`src/rtl/stream_arb_pkg.sv`:
```
// Shared types and helpers for the stream round-robin arbiter family.
package stream_arb_pkg;

  typedef enum logic {
    IDLE  = 1'b0,
    GRANT = 1'b1
  } arb_state_e;

  function automatic int unsigned rr_id_width(input int unsigned n);
    return (n > 2) ? $clog2(n) : 1;
  endfunction

endpackage

```
`src/rtl/rr_priority_picker.sv`:
```
// Combinational round-robin picker: first set request strictly after last_grant,
// wrapping modulo NumReq.
module rr_priority_picker
  import stream_arb_pkg::*;
#(
  parameter int unsigned NumReq  = 4,
  parameter int unsigned IdWidth = rr_id_width(NumReq)
) (
  input  logic [NumReq-1:0]  req,
  input  logic [IdWidth-1:0] last_grant,
  output logic [IdWidth-1:0] win_id,
  output logic               any_req
);

  logic [IdWidth-1:0] idx;
  logic               found;

  always_comb begin
    win_id  = '0;
    any_req = |req;
    found   = 1'b0;
    idx     = '0;
    for (int unsigned i = 1; i <= NumReq; i++) begin
      idx = IdWidth'((32'(last_grant) + i) % NumReq);
      if (!found && req[idx]) begin
        win_id = idx;
        found  = 1'b1;
      end
    end
  end

endmodule

```
`src/rtl/stream_rr_arbiter.sv`:
```
// Round-robin merge of NumReq ready/valid byte streams with burst-limited grants.
// Optional last_o burst-end flag enabled by defining STREAM_RR_ARBITER_LAST_EN.
module stream_rr_arbiter
  import stream_arb_pkg::*;
#(
  parameter int unsigned Width    = 8,
  parameter int unsigned NumReq   = 4,
  parameter int unsigned BurstLen = 16
) (
  input  logic                              clk_i,
  input  logic                              rst_ni,
  input  logic [NumReq*Width-1:0]           data_i,
  input  logic [NumReq-1:0]                 valid_i,
  output logic [NumReq-1:0]                 ready_o,
  output logic [Width-1:0]                  data_o,
  output logic                              valid_o,
  input  logic                              ready_i,
  output logic [rr_id_width(NumReq)-1:0]    grant_id_o,
  output logic                              busy_o
`ifdef STREAM_RR_ARBITER_LAST_EN
  ,
  output logic                              last_o
`endif
);

  localparam int unsigned IdWidth  = rr_id_width(NumReq);
  localparam int unsigned CntWidth = $clog2(BurstLen + 1);
  localparam logic [CntWidth-1:0] LastBeat = CntWidth'(BurstLen - 1);

  arb_state_e          state;
  logic [IdWidth-1:0]  grant_id;
  logic [IdWidth-1:0]  last_grant;
  logic [CntWidth-1:0] beat_cnt;

  logic [IdWidth-1:0]  win_id;
  logic                any_req;
  logic [Width-1:0]    src_data [NumReq];
  logic                active;
  logic                out_fire;

  rr_priority_picker #(
    .NumReq  (NumReq),
    .IdWidth (IdWidth)
  ) u_picker (
    .req        (valid_i),
    .last_grant (last_grant),
    .win_id     (win_id),
    .any_req    (any_req)
  );

  always_comb begin
    for (int unsigned k = 0; k < NumReq; k++) begin
      src_data[k] = data_i[k*Width +: Width];
    end
  end

  // Handshakes are masked while reset is asserted so a beat in flight at a
  // reset edge is never acknowledged to its source.
  assign active   = (state == GRANT) && rst_ni;
  assign out_fire = valid_o && ready_i;

  always_comb begin
    data_o  = '0;
    valid_o = 1'b0;
    ready_o = '0;
    if (active) begin
      data_o            = src_data[grant_id];
      valid_o           = valid_i[grant_id];
      ready_o[grant_id] = ready_i;
    end
  end

  always_ff @(posedge clk_i) begin
    if (!rst_ni) begin
      state      <= IDLE;
      grant_id   <= '0;
      beat_cnt   <= '0;
      last_grant <= IdWidth'(NumReq - 1);
    end else begin
      case (state)
        IDLE: begin
          if (any_req) begin
            grant_id <= win_id;
            beat_cnt <= '0;
            state    <= GRANT;
          end
        end
        GRANT: begin
          if ((out_fire && beat_cnt == LastBeat) || !valid_i[grant_id]) begin
            state      <= IDLE;
            last_grant <= grant_id;
          end else if (out_fire) begin
            beat_cnt <= beat_cnt + CntWidth'(1);
          end
        end
        default: state <= IDLE;
      endcase
    end
  end

  assign busy_o     = (state == GRANT);
  assign grant_id_o = grant_id;

`ifdef STREAM_RR_ARBITER_LAST_EN
  assign last_o = valid_o && (beat_cnt == LastBeat);
`endif

endmodule

```
`config.mk`:
```
export PLATFORM = sky130hd
export DESIGN_NAME = stream_rr_arbiter
export DESIGN_NICKNAME = d
export VERILOG_FILES = /design/src/rtl/stream_arb_pkg.sv /design/src/rtl/rr_priority_picker.sv /design/src/rtl/stream_rr_arbiter.sv
export SDC_FILE = /design/constraint.sdc
export NUM_CORES = 1
export LEC_CHECK = 0
export ABC_AREA = 1
export CORE_UTILIZATION = 40
export DETAILED_ROUTE_END_ITERATION = 8
export MAX_ROUTING_LAYER = met4
export PLACE_DENSITY = 0.77
export SLEW_MARGIN = 20
export SYNTH_ARGS = -nofsm -noshare
export SYNTH_HDL_FRONTEND = slang
export SYNTH_SLANG_ARGS = --single-unit
export TNS_END_PERCENT = 1
```
`constraint.sdc`:
```
create_clock -name clk_i -period 1.85 [get_ports clk_i]
set_input_delay 0.185 -clock clk_i [delete_from_list [all_inputs] [get_ports clk_i]]
set_output_delay 0.185 -clock clk_i [all_outputs]
set_load 0.1 [all_outputs]
```
==> results of run 1 <==
-- Yosys cell counts --
cell | count | area share
and3_1 | 1 | 0.0058
nor2_1 | 14 | 0.049
a21oi_1 | 7 | 0.033
nand4_1 | 2 | 0.012
a31oi_1 | 8 | 0.047
nand3_1 | 23 | 0.11
o21ai_1 | 1 | 0.0047
a22oi_1 | 8 | 0.056
xor2_1 | 1 | 0.0082
nand2_2 | 5 | 0.029
or2_0 | 1 | 0.0058
nor3_1 | 2 | 0.0093
ha_1 | 2 | 0.023
inv_2 | 5 | 0.017
nand2_1 | 66 | 0.23
nand3b_1 | 1 | 0.0070
buf_6 | 3 | 0.031
nand2_4 | 1 | 0.010
inv_1 | 16 | 0.056
clkbuf_1 | 1 | 0.0035
o211ai_1 | 2 | 0.014
nor2_2 | 1 | 0.0058
dfxtp_1 | 10 | 0.19
nand3_2 | 2 | 0.019
buf_2 | 2 | 0.0093
o21ai_0 | 3 | 0.014
a21boi_1 | 1 | 0.0070
-- layer usage --
metal / part of all wire / wire length [um] / vias to the layer above
met4: 0.017 / 71 / 0
met3: 0.044 / 180 / 10
li1: - / - / 748
met1: 0.41 / 1682 / 695
met2: 0.53 / 2195 / 55
met5: 0 / 0 / -
-- path summary, 6_finish.rpt --
path,startpoint,depth (start not counted),slack [ps],end
setup / recovery,grant_id_o[0],6,80,data_o[4]
hold / removal,beat_cnt[3],2,510,beat_cnt[3]
setup reg to reg,beat_cnt[0],10,140,beat_cnt[2]
hold reg to reg,beat_cnt[3],2,510,beat_cnt[3]
-- area by class of cell --
type                       instances  area, um^2
inverter                          21       91.34
clock buffer                       3       22.52
timing repair buffer              60       708.2
clock inverter                     1       3.754
sequential                        10       211.5
fill                             168       447.9
tap                               30       37.54
multi-input combinational        152       977.2
-- power breakdown --
| part | switching (uW) | total, uW | internal, uW |
|---|---|---|---|
| sequential | 72.1 | 321 | 249 |
| combinational | 649 | 1020 | 367 |
| clock | 76.9 | 155 | 78.1 |
| total | 798 | 1490 | 694 |
-- cells by family after synthesis --
| family | Yosys count |
|---|---|
| AO/OA/AOI/OAI | 30 |
| XOR/XNOR | 1 |
| adder cells (fa/ha/maj) | 2 |
| buffers and inverters | 27 |
| flip-flops | 10 |
| AND/OR/NAND/NOR | 119 |
-- worst max-delay path, cell delays in order, from the launching register on --
cell and delay (ps):
dfxtp_4 390, inv_4 100, nand2_1 110, inv_2 160, nand2_1 110, a31oi_4 230
buf_12 200
-- flip-flops by register name (all words and copies together), names as in the netlist --
register    flops
grant_id_o      2
last_grant      2
busy_o          1
beat_cnt        5
-- timing repair --
| action | 4_1_cts | 5_1_grt |
|---|---|---|
| cloned | 0 | 0 |
| pin swaps | 0 | 0 |
| setup buffers | 0 | 2 |
| endpoints found under the setup margin | 8 | 8 |
| gates resized for setup | 5 | 8 |
-- cell usage in the layout (no fill, tap or decap), types with 3 or more instances in the layout --
cell type / instances
nand2_1: 64
clkdlybuf4s50_1: 38
nand3_1: 23
inv_1: 14
buf_12: 13
nor2_1: 12
buf_4: 9
a22oi_2: 8
a31oi_4: 8
dfxtp_1: 7
nand2_2: 6
a21oi_1: 6
inv_2: 4
o21ai_0: 3
dfxtp_4: 3
clkbuf_4: 3
-- through the flow --
stage / total power, uW / setup WS, ps / setup TNS (ps) / hold WS [ps] / instances
finish: 1492 / 79.94 / 0 / 510.5 / 277
global route: 1582 / 3.922 / 0 / 527.7 / 277
CTS: 1443 / 2.007 / 0 / 505.7 / 275
detailed placement: 1265 / 187.7 / 0 / 468.3 / 271
floorplan: 986.1 / -64.96 / -526.7 / 429.8 / 189
global placement: 1237 / 216.3 / 0 / 460.9 / 271
==> key figures, run 1 <==
Logic synthesis
  • Sequential share of the synthesized area: 0.1863
  • FF+latch count, synth: 10
  • Synth cell types: 27
  • Synthesized cell area: 1075 um^2
  • Synth Instances: 189
  • Syn nets: 230
  • Synth Warn #: 0
  • Synth Area in Adders: 0.02328
  • XOR/XNOR Fraction of Synth Area: 0.008149
  • Average size of a mapped cell: 5.687 um^2
  • Simple-Gate Fraction of Synth Area: 0.4901
  • Largest family of logic cells by synthesized area: simple AND/OR/NAND/NOR gates
  • Post-synthesis compound-gate area fraction: 0.1746
  • Mux contribution to synthesized area: 0

Timing
  • Setup Viol. Count Final: 0
  • Pins Over Slew Limit: 0
  • RSZ-0062 raised after global routing: no
  • Hold Violations, Final: 0
  • Skew final: 8.772 ps
  • Achievable frequency: 565.0 MHz
  • Final Critical Period: 1770 ps
  • Max_slew headroom: 0.7325
  • Final period utilization: 0.9568
  • Worst Tran Pin Value: 400.7 ps

Die
  • Die height: 53.84 um
  • Core Region: 2500 um^2
  • I/O pin count: 55
  • Die Area: 2898 um^2
  • Row cnt: 18
  • Horiz. Die Dim: 53.84 um
  • Starting Density: 0.4299

Global route
  • GR Overflow Total: 0
  • Global Route met1 Usage: 0.3552
  • Layer with the highest usage: met2
  • Vias in the first global route: 1384
  • Initial antenna violation count: 0
  • First-pass GRT wire length: 6.154 mm
  • GR Util All Layers: 0.3081
  • Grt met2 use: 0.5391
  • Largest net degree at the start of global routing: 17
  • Met3 Use GR: 0.05932

Worst setup path
  • Critical path data arrival time: 1590 ps
  • Startpoint types: flop
  • Req. time, crit path: 1660 ps
  • CP max FO: 10
  • WS Path Type: flop to primary output
  • Crit end category: primary output

CTS
  • CTS root buffer: clkbuf_4
  • CTS tree: done
  • Clock Latency Late Sink: 270 ps
  • Clock Pin Slew Worst Setup and Hold Paths: 70 ps
  • # hold bufs at CTS: 0
  • Clock buffer depth: 2
  • CTS buffer count: 3
  • Clk sink count: 10
  • H-tree depth: 1

Layout
  • Final instance area: 2052 um^2
  • Area Growth Syn to Fin: 90.92%
  • Net count, final: 289
  • Diode count: 0
  • Share of layout cells above drive strength 1: 0.2713
  • Util after Layout: 0.8208

Detailed routing
  • Initial DRC count: 32
  • Vias post-DR: 1508
  • Drt via density: 5.444
  • Post-route ant nets: 0
  • DRC: 0
  • Avg WL per Cell: 14.91 um
  • DRT Pass-1 Iters: 4
  • Final wirelength: 4.129 mm

Flow run
  • Max-Cap Viols: 0

Place
  • Input/output buffers: 54
  • Post-Place Cell Area: 1963 um^2
  • GP Congestion: 0.8619
  • Final HPWL DP: 3.164 mm

Hold path
  • Hold crit path type: flop to flop

Power
  • Pwr Density: 727.3 nW/um^2
  • Pleak: 0.0008558 uW
  • IR drop worst, VDD: 0.6918 mV

Status
  • Status: finished, final reports clean
(Power assumes the default switching activity.)
==> inputs of run 2 (changes only) <==
--- a/config.mk
+++ b/config.mk
@@ -6,10 +6,12 @@
 export NUM_CORES = 1
 export LEC_CHECK = 0
 export ABC_AREA = 1
-export CORE_UTILIZATION = 40
+export CELL_PAD_IN_SITES_DETAIL_PLACEMENT = 1
+export CELL_PAD_IN_SITES_GLOBAL_PLACEMENT = 1
+export CORE_UTILIZATION = 25
 export DETAILED_ROUTE_END_ITERATION = 8
 export MAX_ROUTING_LAYER = met4
-export PLACE_DENSITY = 0.77
+export PLACE_DENSITY = 0.75
 export SLEW_MARGIN = 20
 export SYNTH_ARGS = -nofsm -noshare
 export SYNTH_HDL_FRONTEND = slang
==> constraint.sdc (replaced) <==
create_clock -name clk_i -period 1.9 [get_ports clk_i]
set_input_delay 0.19 -clock clk_i [delete_from_list [all_inputs] [get_ports clk_i]]
set_output_delay 0.19 -clock clk_i [all_outputs]
set_load 0.1 [all_outputs]
==> run 2 against run 1 <==
  * Sequential share of layout area is essentially flat
  * Highest routed layer unchanged
  * Non-clock buffer count down 1
  * Total power is 0.57% lower
  * Setup slack better by 25 ps
  * Cell area fell by 0.18%
  * Critical endpoint is now data_o[6]
  * Critical path depth fell by 2
  * Sequential power decreased by 3%
==> key figures, run 2 (same netlist as run 1, synthesis figures left out) <==
Timing
  • Worst Tran Pin Value: 393.9 ps
  • Hold Violations, Final: 0
  • Achievable frequency: 557.0 MHz
  • Max_slew headroom: 0.7371
  • Skew final: 6.397 ps
  • Min Hold Slack: 478.8 ps
  • Final Critical Period: 1795 ps
  • Setup Viol. Count Final: 0
  • RSZ-0062 raised after global routing: no
  • Pins Over Slew Limit: 0
  • Final period utilization: 0.9449

Global route
  • Initial antenna violation count: 0
  • Vias in the first global route: 1397
  • First-pass GRT wire length: 6.817 mm
  • Largest net degree at the start of global routing: 17
  • GR Util All Layers: 0.2044
  • GR Overflow Total: 0

Power
  • IR drop worst, VDD: 0.5356 mV
  • Pwr Density: 724.5 nW/um^2
  • Pleak: 0.0008541 uW

CTS
  • CTS root buffer: clkbuf_8
  • # hold bufs at CTS: 0
  • Clock Latency Late Sink: 240 ps
  • CTS buffer count: 3
  • Clock buffer depth: 2
  • Clock Pin Slew Worst Setup and Hold Paths: 50 ps
  • CTS tree: done
  • Clk sink count: 10
  • H-tree depth: 1
  • Setup bufs post-CTS: 0

Layout
  • Most frequent cells in the layout: 65 x nand2_1, 38 x clkdlybuf4s50_1, 23 x nand3_1
  • Largest register FFs: 5
  • Final instance area: 2048 um^2
  • Largest reg by FF count: beat_cnt
  • Diode count: 0
  • Area Growth Syn to Fin: 90.57%
  • Commonest non-fill, non-tap cell in the layout: nand2_1
  • Net count, final: 288
  • Share of layout cells above drive strength 1: 0.2398

Detailed routing
  • Post-route ant nets: 0
  • M1 WL: 2.003 mm
  • Final wirelength: 4.372 mm
  • Wire length on met2: 2.104 mm
  • Drt via density: 4.794
  • Initial DRC count: 46
  • Met3 wire len: 198 um
  • Avg WL per Cell: 14.77 um
  • DRT Pass-1 Iters: 3
  • Uppermost layer routed: met4
  • DRC: 0
  • Vias post-DR: 1419

Worst setup path
  • Critical path data arrival time: 1610 ps
  • Critical Path, Cell by Cell: nor2_2, a22oi_1, a31oi_4, buf_12
  • Crit path max-delay family: compound AO/OA/AOI/OAI gates
  • WP buf/inv: 1
  • CP max stage delay: 390 ps
  • Startpoint types: flop
  • CP max FO: 14
  • WS Path Type: flop to primary output
  • Crit end category: primary output
  • Crit path max-delay cell type: dfxtp_4
  • Req. time, crit path: 1710 ps

Die
  • I/O pin count: 55
  • Die Area: 4565 um^2
  • Row cnt: 23
  • Starting Density: 0.2649
  • Die height: 67.57 um
  • Horiz. Die Dim: 67.57 um
  • Core Region: 4058 um^2

Flow run
  • Max-Cap Viols: 0

Place
  • Final HPWL DP: 3.659 mm
  • Post-Place Cell Area: 1996 um^2
  • Input/output buffers: 54
  • GP Congestion: 0.8363

Status
  • Status: finished, final reports clean

Hold path
  • Hold crit path type: flop to flop
run 2: cell count changes in the layout (fill, tap and decap cells not counted), sizes merged:
cell	previous run	this run
buf	22	21
clkbuf	3	4
clkinv	1	0
run 2: tightest hold or removal path, cell delays in order (launching register included):
cell,delay (ps)
dfxtp_1,330
nor2_1,50
nor2_1,70
run 2: layout make-up:
class	count	area, um^2
well taps	50	62.56
multi-input cells	152	942.2
clock buffers	4	45.04
repair buffers	59	700.7
fillers	506	2009
inverters	21	86.33
flip-flops and latches	10	211.5
run 2: power breakdown:
group	leakage (uW)	switching, uW	internal [uW]
sequential	0.0000841	69.4	243
combinational	0.000747	606	332
clock	0.0000228	86.3	147
total	0.000854	762	722
run 2: routing by layer:
| metal | GRT usage | vias up |
|---|---|---|
| li1 | - | 746 |
| met3 | 0.04392 | 8 |
| met5 | - | - |
| met2 | 0.3391 | 26 |
| met1 | 0.2532 | 639 |
| met4 | 0.03723 | 0 |
run 2: stage by stage:
step	std cells	worst slack (ps)	TNS (ps)	util	total power, uW
floorplan	189	-19.96	-102.5	-	960.2
global placement	292	226.5	0	0.4918	1234
detailed placement	292	139.1	0	0.4918	1248
CTS	296	17.99	0	0.5048	1498
global route	296	14.60	0	0.5048	1588
finish	296	104.7	0	0.5048	1484
run 2: repair_timing:
action,4_1_cts,5_1_grt
cloned,0,0
gates resized for setup,2,2
endpoints found under the setup margin,8,8
run 2: worst paths after layout:
path                 startpoint          end  slack, ps  cells past startpoint
setup / recovery  grant_id_o[1]    data_o[6]        100                      4
hold / removal      beat_cnt[4]  beat_cnt[4]        480                      2
setup reg to reg    beat_cnt[0]  beat_cnt[1]        300                     10
hold reg to reg     beat_cnt[4]  beat_cnt[4]        480                      2
==> inputs of run 3 (changes only) <==
==> constraint.sdc (replaced) <==
create_clock -name clk_i -period 1.9 [get_ports clk_i]
set_input_delay 0.38 -clock clk_i [delete_from_list [all_inputs] [get_ports clk_i]]
set_output_delay 0.38 -clock clk_i [all_outputs]
set_load 0.1 [all_outputs]
==> run 3 against run 2 <==
  * First-iteration DRC count stayed put
  * Clock skew increased by 1.1 ps
  * Largest power group unchanged
  * Clock power is essentially flat
  * The run now ends with negative setup slack left
  * Combinational power increased by 14%
  * Largest cell class unchanged
==> key figures, run 3 (same netlist as run 1, synthesis figures left out) <==
Global route
  • Largest net degree at the start of global routing: 12
  • Initial antenna violation count: 0
  • GR Overflow Total: 0
  • GR Util All Layers: 0.2169
  • First-pass GRT wire length: 7.079 mm
  • Vias in the first global route: 1515

Power
  • Total internal power: 793.0 uW
  • Pleak: 0.0009340 uW
  • Clock network power share: 0.146
  • IR drop worst, VDD: 0.3833 mV
  • Net Switching: 803.5 uW
  • Net Sw Frac: 0.5033
  • Pwr Density: 724.2 nW/um^2
  • Comb pwr share: 0.668
  • Reg power frac: 0.185

Layout
  • Area Growth Syn to Fin: 105.1%
  • Largest register FFs: 5
  • Most frequent cells in the layout: 65 x nand2_1, 36 x clkdlybuf4s50_1, 23 x nand3_1
  • Net count, final: 298
  • Share of layout cells above drive strength 1: 0.2852
  • Largest reg by FF count: beat_cnt
  • Multi-input gate area: 967.2 um^2
  • Sequential cell area: 211.5 um^2
  • Commonest non-fill, non-tap cell in the layout: nand2_1
  • Diode count: 0
  • Fillcell total: 496
  • Util after Layout: 0.5433

Worst setup path
  • Critical Path, Cell by Cell: inv_1, nand2_1, inv_4, a22oi_1, a31oi_4, buf_12
  • Crit path max-delay cell type: dfxtp_4
  • CP max stage delay: 390 ps
  • WS Path Type: flop to primary output
  • Req. time, crit path: 1520 ps
  • Startpoint types: flop
  • CP max FO: 8
  • Critical path data arrival time: 1530 ps
  • Crit end category: primary output

Timing
  • Achievable frequency: 524.0 MHz
  • Final period utilization: 1.004
  • Setup slack after layout: -8.386 ps
  • Worst Tran Pin Value: 279.1 ps
  • Skew final: 7.545 ps
  • Hold Violations, Final: 0
  • Pins Over Slew Limit: 0
  • Setup Viol. Count Final: 2
  • Min Hold Slack: 474.8 ps
  • Final Critical Period: 1908 ps
  • Max_slew headroom: 0.8136
  • RSZ-0062 raised after global routing: yes

Detailed routing
  • Initial DRC count: 46
  • DRT Pass-1 Iters: 4
  • Vias post-DR: 1502
  • Avg WL per Cell: 15.10 um
  • Uppermost layer routed: met4
  • Post-route ant nets: 0
  • DRC: 0
  • Final wirelength: 4.620 mm
  • Met3 wire len: 153 um
  • M1 WL: 1.890 mm
  • Drt via density: 4.908
  • Wire length on met2: 2.511 mm

Status
  • Status: complete, but fails checks
  • Failing checks: negative setup slack

CTS
  • Setup bufs post-CTS: 0
  • CTS root buffer: clkbuf_8
  • Clock Latency Late Sink: 240 ps
  • Clk sink count: 10
  • CTS tree: done
  • Clock Pin Slew Worst Setup and Hold Paths: 50 ps
  • Clock buffer depth: 2
  • CTS buffer count: 3
  • H-tree depth: 1

Place
  • GP Congestion: 0.7638
  • Final HPWL DP: 3.885 mm
  • Input/output buffers: 54

Die
  • Horiz. Die Dim: 67.57 um
  • Die Area: 4565 um^2
  • Core Region: 4058 um^2
  • Row cnt: 23
  • Starting Density: 0.2649
  • Die height: 67.57 um
  • I/O pin count: 55

Flow run
  • Max-Cap Viols: 0

Hold path
  • Hold crit path type: flop to flop
-- run 3: cell types whose count changed in the layout (fill, tap and decap cells not counted), moves of 2 or more --
cell | previous run | this run
inv_2 | 6 | 4
clkdlybuf4s50_1 | 38 | 36
buf_12 | 13 | 17
a22oi_1 | 7 | 3
buf_4 | 8 | 14
a22oi_2 | 1 | 5
inv_4 | 0 | 2
-- run 3: metal layers --
metal	track usage	up-vias
met5	-	-
met4	0.06117	0
met3	0.03041	7
met2	0.4072	26
met1	0.2321	708
li1	-	761
-- run 3: worst paths after layout --
kind	end	start	cells after the start	slack, ps
setup / recovery	data_o[4]	grant_id_o[1]	6	-8
hold / removal	beat_cnt[4]	beat_cnt[4]	2	470
setup reg to reg	beat_cnt[2]	beat_cnt[0]	10	280
hold reg to reg	beat_cnt[4]	beat_cnt[4]	2	470
-- run 3: critical path: cells and delay by family (launching register included) --
family / cells / cell delay (ps)
and+or+nand+nor: 1 / 160
AOI/OAI and AO/OA: 2 / 380
DFF: 1 / 390
buffers and inverters: 3 / 350
-- run 3: timing repair --
item                                    in CTS  in global routing
endpoints found under the setup margin      11                 10
hold buffers                                 0                  0
resized for setup                            7                  6
-- run 3: stage by stage --
step / power (uW) / setup TNS, ps / setup WS [ps] / cells / cell area (um^2)
2_1_floorplan: 960.2 / -2121 / -210.0 / 189 / 1286
3_3_place_gp: 1312 / -678.5 / -87.97 / 302 / 2121
3_5_place_dp: 1336 / -1198 / -122.5 / 302 / 2121
4_1_cts: 1594 / -172.7 / -43.09 / 306 / 2180
5_1_grt: 1702 / -365.8 / -78.40 / 306 / 2205
6_report: 1597 / -12.85 / -8.386 / 306 / 2205
-- run 3: layout make-up --
cell class / instances / area share
flip-flops and latches: 10 / 0.09591
inverters: 21 / 0.04143
well taps: 50 / 0.02838
repair buffers: 69 / 0.3751
clock buffers: 3 / 0.01873
multi-input cells: 152 / 0.4387
clock inverters: 1 / 0.001703
-- run 3: power groups by stage --
stage                     registers, uW  clock network, uW  logic, uW
after CTS                           297                239       1060
after floorplan                     355                  0        605
after global routing                303                248       1150
after global placement              296                  0       1020
final                               296                234       1070
after detailed placement            296                  0       1040
